$ cat src/rtl/rca_serial_adder.sv
// Purpose : WIDTH-bit adder that runs one nibble per clock through a single 4-bit RCA.
// Latency : start accepted at E0, done pulses in the cycle after E(NIB); next start at E(NIB+2).
// Backpr. : none; start is ignored while busy or in DONE, so callers must wait for done.
//
// Ports:
//   clk, rst          rising-edge clock, synchronous active-high reset
//   start             request, sampled only in IDLE
//   a_in, b_in, cin   operands and carry-in, captured on an accepted start
//   busy              high while nibbles are being added
//   done              one-cycle pulse, result valid
//   sum, cout         registered WIDTH-bit result and final carry-out
//   overflow          registered two's-complement overflow of the result
module rca_serial_adder #(
    parameter int WIDTH = 16
) (
    input  logic             clk,
    input  logic             rst,
    input  logic             start,
    input  logic [WIDTH-1:0] a_in,
    input  logic [WIDTH-1:0] b_in,
    input  logic             cin,
    output logic             busy,
    output logic             done,
    output logic [WIDTH-1:0] sum,
    output logic             cout,
    output logic             overflow
);

    localparam int NIB   = WIDTH / 4;
    localparam int IDX_W = (NIB > 1) ? $clog2(NIB) : 1;

    typedef enum logic [1:0] {
        S_IDLE = 2'd0,
        S_ADD  = 2'd1,
        S_DONE = 2'd2
    } state_t;

    state_t             state_q, state_d;
    logic [WIDTH-1:0]   a_q, a_d;
    logic [WIDTH-1:0]   b_q, b_d;
    logic               carry_q, carry_d;
    logic [IDX_W-1:0]   idx_q, idx_d;
    logic [WIDTH-1:0]   sum_q, sum_d;
    logic               cout_q, cout_d;
    logic               ovf_q, ovf_d;
    logic               busy_q, busy_d;
    logic               done_q, done_d;

    logic [3:0]         rca_a, rca_b, rca_sum;
    logic               rca_cout;
    logic               last_nib;

    // Shared nibble datapath; operands are muxed by the current nibble index.
    RCA u_rca (
        .a    (rca_a),
        .b    (rca_b),
        .cin  (carry_q),
        .sum  (rca_sum),
        .cout (rca_cout)
    );

    assign rca_a    = a_q[4*idx_q +: 4];
    assign rca_b    = b_q[4*idx_q +: 4];
    assign last_nib = (idx_q == IDX_W'(NIB - 1));

    // State register and datapath flops.
    always_ff @(posedge clk) begin
        if (rst) begin
            state_q <= S_IDLE;
            a_q     <= '0;
            b_q     <= '0;
            carry_q <= 1'b0;
            idx_q   <= '0;
            sum_q   <= '0;
            cout_q  <= 1'b0;
            ovf_q   <= 1'b0;
            busy_q  <= 1'b0;
            done_q  <= 1'b0;
        end else begin
            state_q <= state_d;
            a_q     <= a_d;
            b_q     <= b_d;
            carry_q <= carry_d;
            idx_q   <= idx_d;
            sum_q   <= sum_d;
            cout_q  <= cout_d;
            ovf_q   <= ovf_d;
            busy_q  <= busy_d;
            done_q  <= done_d;
        end
    end

    // Next-state logic.
    always_comb begin
        state_d = state_q;
        case (state_q)
            S_IDLE:  if (start) state_d = S_ADD;
            S_ADD:   if (last_nib) state_d = S_DONE;
            S_DONE:  state_d = S_IDLE;
            default: state_d = S_IDLE;
        endcase
    end

    // Datapath and output-flag updates per state.
    always_comb begin
        a_d     = a_q;
        b_d     = b_q;
        carry_d = carry_q;
        idx_d   = idx_q;
        sum_d   = sum_q;
        cout_d  = cout_q;
        ovf_d   = ovf_q;
        busy_d  = busy_q;
        done_d  = 1'b0;
        case (state_q)
            S_IDLE: begin
                if (start) begin
                    a_d     = a_in;
                    b_d     = b_in;
                    carry_d = cin;
                    idx_d   = '0;
                    sum_d   = '0;
                    busy_d  = 1'b1;
                end
            end
            S_ADD: begin
                sum_d[4*idx_q +: 4] = rca_sum;
                carry_d             = rca_cout;
                idx_d               = idx_q + IDX_W'(1);
                if (last_nib) begin
                    idx_d  = '0;
                    cout_d = rca_cout;
                    // rca_sum[3] is the new MSB of the full result.
                    ovf_d  = (a_q[WIDTH-1] == b_q[WIDTH-1]) &&
                             (rca_sum[3] != a_q[WIDTH-1]);
                    busy_d = 1'b0;
                    done_d = 1'b1;
                end
            end
            S_DONE: begin
                done_d = 1'b0;
            end
            default: begin
                busy_d = 1'b0;
            end
        endcase
    end

    assign busy     = busy_q;
    assign done     = done_q;
    assign sum      = sum_q;
    assign cout     = cout_q;
    assign overflow = ovf_q;

endmodule

// Purpose : 4-bit ripple-carry adder, the shared nibble datapath.
// Latency : combinational.
// Backpr. : none.
//
// Ports: a, b (4-bit operands), cin (carry-in), sum (4-bit), cout (carry-out).
module RCA (
    input  logic [3:0] a,
    input  logic [3:0] b,
    input  logic       cin,
    output logic [3:0] sum,
    output logic       cout
);

    logic [4:0] c;

    always_comb begin
        c    = '0;
        sum  = '0;
        c[0] = cin;
        for (int i = 0; i < 4; i++) begin
            sum[i]   = a[i] ^ b[i] ^ c[i];
            c[i + 1] = (a[i] & b[i]) | (c[i] & (a[i] ^ b[i]));
        end
    end

    assign cout = c[4];

endmodule

$ cat config.mk
export PLATFORM = sky130hd
export DESIGN_NAME = rca_serial_adder
export DESIGN_NICKNAME = d
export VERILOG_FILES = /design/src/rtl/rca_serial_adder.sv
export SDC_FILE = /design/constraint.sdc
export NUM_CORES = 1
export LEC_CHECK = 0
export ABC_AREA = 1
export BUFFER_PORTS_ARGS = -buffer_cell sky130_fd_sc_hd__buf_4
export CAP_MARGIN = 15
export CORE_MARGIN = 4
export CORE_UTILIZATION = 30
export DETAILED_ROUTE_END_ITERATION = 10
export HOLD_SLACK_MARGIN = 0.15
export PLACE_DENSITY = 0.6
export RECOVER_POWER = 25
export SYNTH_ARGS = -nofsm -noshare
export SYNTH_HDL_FRONTEND = slang
export SYNTH_SLANG_ARGS = --single-unit
$ cat constraint.sdc
create_clock -name clk -period 6.1 [get_ports clk]
set_input_delay 1.22 -clock clk [delete_from_list [all_inputs] [get_ports clk]]
set_output_delay 1.22 -clock clk [all_outputs]
set_load 0.02 [all_outputs]
==> results <==
- The synthesized netlist occupies a cell area of 2550 um2.
- For the final routed database, the setup TNS stands at 0 ns.
- The die is roughly 100 um tall.
- The kind of capture point of the worst setup path is a register.
- Including well taps, the total number of placed cells is 487.
- The worst pin sits at a relative slew slack of -9.38%.
- On the final layout, the worst clock skew is 0.00687 ns.
- Cells with a size suffix above 1 make up 14.8% of the layout.
- The count of synthesis-stage warnings from yosys is 0.
- Clock-pin slew was measured on the worst setup and hold paths at 0.06 ns.
- Across all layers, the routed design uses approximately 2300 vias.
- The clock latency at the later pin of the worst-skew pair is 0.33 ns.
- Setup repair after global routing left no endpoint under its margin.
- The final-report setup violation count is 0.
- The worst setup path is launched from a register.
- The hold violation total from the final report is 0.
- The area share of the largest cell type after synthesis is 44.7%.
- TritonCTS created 9 clock buffers.
- The routed via count divided by cell count is 4.63.
- The deepest clock path buffer count is 2.
- The H-tree was split into 3 levels.
- The top-level port count is 56.
- Summed over all layers, the routed wires come to 6.11 mm.
- In this run the mean area of a mapped cell was 7.38 um2.
- The number of unique standard cell types used by synthesis is 22.
- The portion of the clock cycle consumed by the worst path in the final layout is 57.6%.
- For this run, the total global-route usage over all layers was measured as between 10 and 15%.
- The count of buffers from port buffering is 55.
- Data on the critical path is required at its endpoint by 6.37 ns.
- The largest fanout on the critical path is 27.
- Timing would allow up to 285 MHz.
- The number of antenna diodes in the final layout is 0.
- By area the synthesized netlist is led by sky130_fd_sc_hd__dfxtp_1 45%, sky130_fd_sc_hd__nor2_1 13%, sky130_fd_sc_hd__a21oi_1 5.9%, sky130_fd_sc_hd__o21ai_1 5.3%, sky130_fd_sc_hd__nand3_1 4.9%.
- The worst-case IR drop observed on VDD is 0.129 mV.
- The maximum number of pins on one net before global-route repair is 41.
- For this run the aggregate overflow at the end of global routing stands at 0.
- The core outline area is 8260 um2.
- Synthesis inferred 57 register bits.
- The final count of pins violating max slew is 41.
- Hold repair after CTS inserted 0 buffers.
- After clock tree synthesis, the setup repair step added 0 buffers.
- Summing internal, switching and leakage power gives between 0.9 and 1 mW.
- Synthesis produced a netlist whose cell count is between 300 and 400.
- The post-cts repair resize count is 0.
- The classification of the worst-slack hold path is reg2reg.
- The initialized floorplan defines 33 standard-cell rows.
- The cell accounting for the most synthesized area is sky130_fd_sc_hd__dfxtp_1.
- In the final design database the tool counted roughly 440 nets.
- The final-layout worst hold slack is approximately 0.46 ns.
- The number of antenna violations at the first check in global routing is 0.
- At the end of routability-driven placement, the weighted congestion stood at 0.809.
- The final reports fail on max-capacitance violations, max-slew violations.
- The shortest period the worst path allows is 3.51 ns.
- For the pin with the worst max-slew slack, the measured transition is 1.64 ns.
- The via count of the first global-routing pass came to 2141.
- Across the run, the number of max-cap violations was 1.
- The first global-routing pass estimated between 10 and 15 mm of wire.
- The cell chosen for the clock root is sky130_fd_sc_hd__clkbuf_8.
- The register area share after synthesis is 44.7%.
- Synthesis produced a netlist with a net count of 390.
- The die covers 10000 um2.
- The starting density of the core is 30.9%.
- After detailed routing, the average wire length per cell comes to 12.2 um.
- The number of remaining DRC errors is 0.
- By startpoint and endpoint, the worst setup path is classified as reg2reg.
- The leakage dissipation is around 1.3 nW.
- In this run, the number of DRC markers left after iteration 0 of detailed routing was 129.
- The count of nets left with antenna violations once routing finished came out at 0.
- The clock drives 57 sinks.
- In this run the power density over the cells is 291 nW/um2.
- STA puts the critical path data arrival time at 3.78 ns.
- The die is 100 um wide.
- The run finished, with violations left.
- After the flow finishes, the layout carries non-filler instances totaling 503.
- The placed wire-length estimate is about 4.6 mm.
- From synthesis to final layout, the design area changed by 21.7%.
- The TritonCTS clock tree is done.
- The count of TritonRoute iterations in the first routing pass is 4.
## cells in the mapped netlist (all sizes together)
master / number
buf: 14
nand4: 2
o22ai: 4
clkbuf: 6
fa: 4
nand3: 26
a21oi: 30
nor2: 88
inv: 24
nand2: 33
o21ai: 51
dfxtp: 57
nor3: 2
clkinv: 1
ha: 4
## sequential cells by signal (all words and copies together), names as in the netlist
register / count
a_q: 16
b_q: 16
busy: 1
carry_q: 1
cout: 1
done: 1
idx_q: 2
overflow: 1
state_q: 2
sum: 16
## kinds of logic (layout without fill, tap and decap cells)
| family | Yosys count | after routing | share of synthesized area (%) |
|---|---|---|---|
| flops | 57 | 57 | 44.7 |
| simple gates | 151 | 151 | 24.3 |
| compound gates | 85 | 85 | 16.9 |
| buf+inv | 45 | 97 | 9.07 |
| fa+ha+maj | 8 | 8 | 5.10 |
## stage by stage
| stage | util [%] | cell area, um2 | setup slack (ns) |
|---|---|---|---|
| global placement | 35.9 | 2970 | 2.75 |
| floorplan | - | 2550 | 3.36 |
| finish | 37.6 | 3110 | 2.59 |
| CTS | 38.4 | 3170 | 2.59 |
| global route | 37.6 | 3110 | 2.16 |
| detailed placement | 35.9 | 2970 | 2.60 |
## layout make-up
class | count | area [um2]
Sequential cell | 57 | 1140
Multi-Input combinational cell | 244 | 1170
Clock buffer | 14 | 173
Inverter | 25 | 93.8
Fill cell | 917 | 5150
Clock inverter | 2 | 35.0
Timing Repair Buffer | 56 | 357
Tap cell | 105 | 131
## per-layer routing
| layer | GRT usage, % | up-vias | routed length (um) |
|---|---|---|---|
| li1 | - | 1222 | - |
| met1 | 16.0 | 1037 | 2870 |
| met2 | 20.1 | 56 | 2760 |
| met3 | 4.24 | 12 | 364 |
| met4 | 5.28 | 0 | 119 |
| met5 | 0 | - | 0 |
## final timing paths
path	depth (start not counted)	endpoint	slack, ns	start
max reg2reg	15	sum[7]	2.59	idx_q[0]
min	2	a_q[2]	0.46	a_q[2]
min reg2reg	2	a_q[2]	0.46	a_q[2]
max	15	sum[7]	2.59	idx_q[0]
## placed cells by master, fill, tap and decap left out, drive strengths merged
cell type and instances:
ha 4, nand2 33, nand3 26, fa 4, inv 24, bufinv 1
nor2 88, dfxtp 57, clkinv 2, nand4 2, o22ai 4, clkbuf 31
a21oi 30, buf 39, nor3 2, o21ai 51
## power by group
part	switching, mW	leakage (nW)	internal, mW
Clock	0.141	0.107	0.222
Combinational	0.0789	0.733	0.0524
Sequential	0.0154	0.468	0.395
## critical path, cell delays in order (launching register included)
cell and delay [ns]:
sky130_fd_sc_hd__dfxtp_1 0.83, sky130_fd_sc_hd__inv_2 0.32, sky130_fd_sc_hd__nor2_1 0.16, sky130_fd_sc_hd__nor2_1 0.06
sky130_fd_sc_hd__a21oi_1 0.18, sky130_fd_sc_hd__fa_1 0.21, sky130_fd_sc_hd__inv_1 0.05, sky130_fd_sc_hd__fa_1 0.36
sky130_fd_sc_hd__inv_1 0.08, sky130_fd_sc_hd__fa_1 0.16, sky130_fd_sc_hd__inv_1 0.05, sky130_fd_sc_hd__fa_1 0.55
sky130_fd_sc_hd__nand2_1 0.10, sky130_fd_sc_hd__nor2_1 0.13, sky130_fd_sc_hd__nand2_1 0.07, sky130_fd_sc_hd__a21oi_1 0.12
Power figures use the tool's default switching activity.
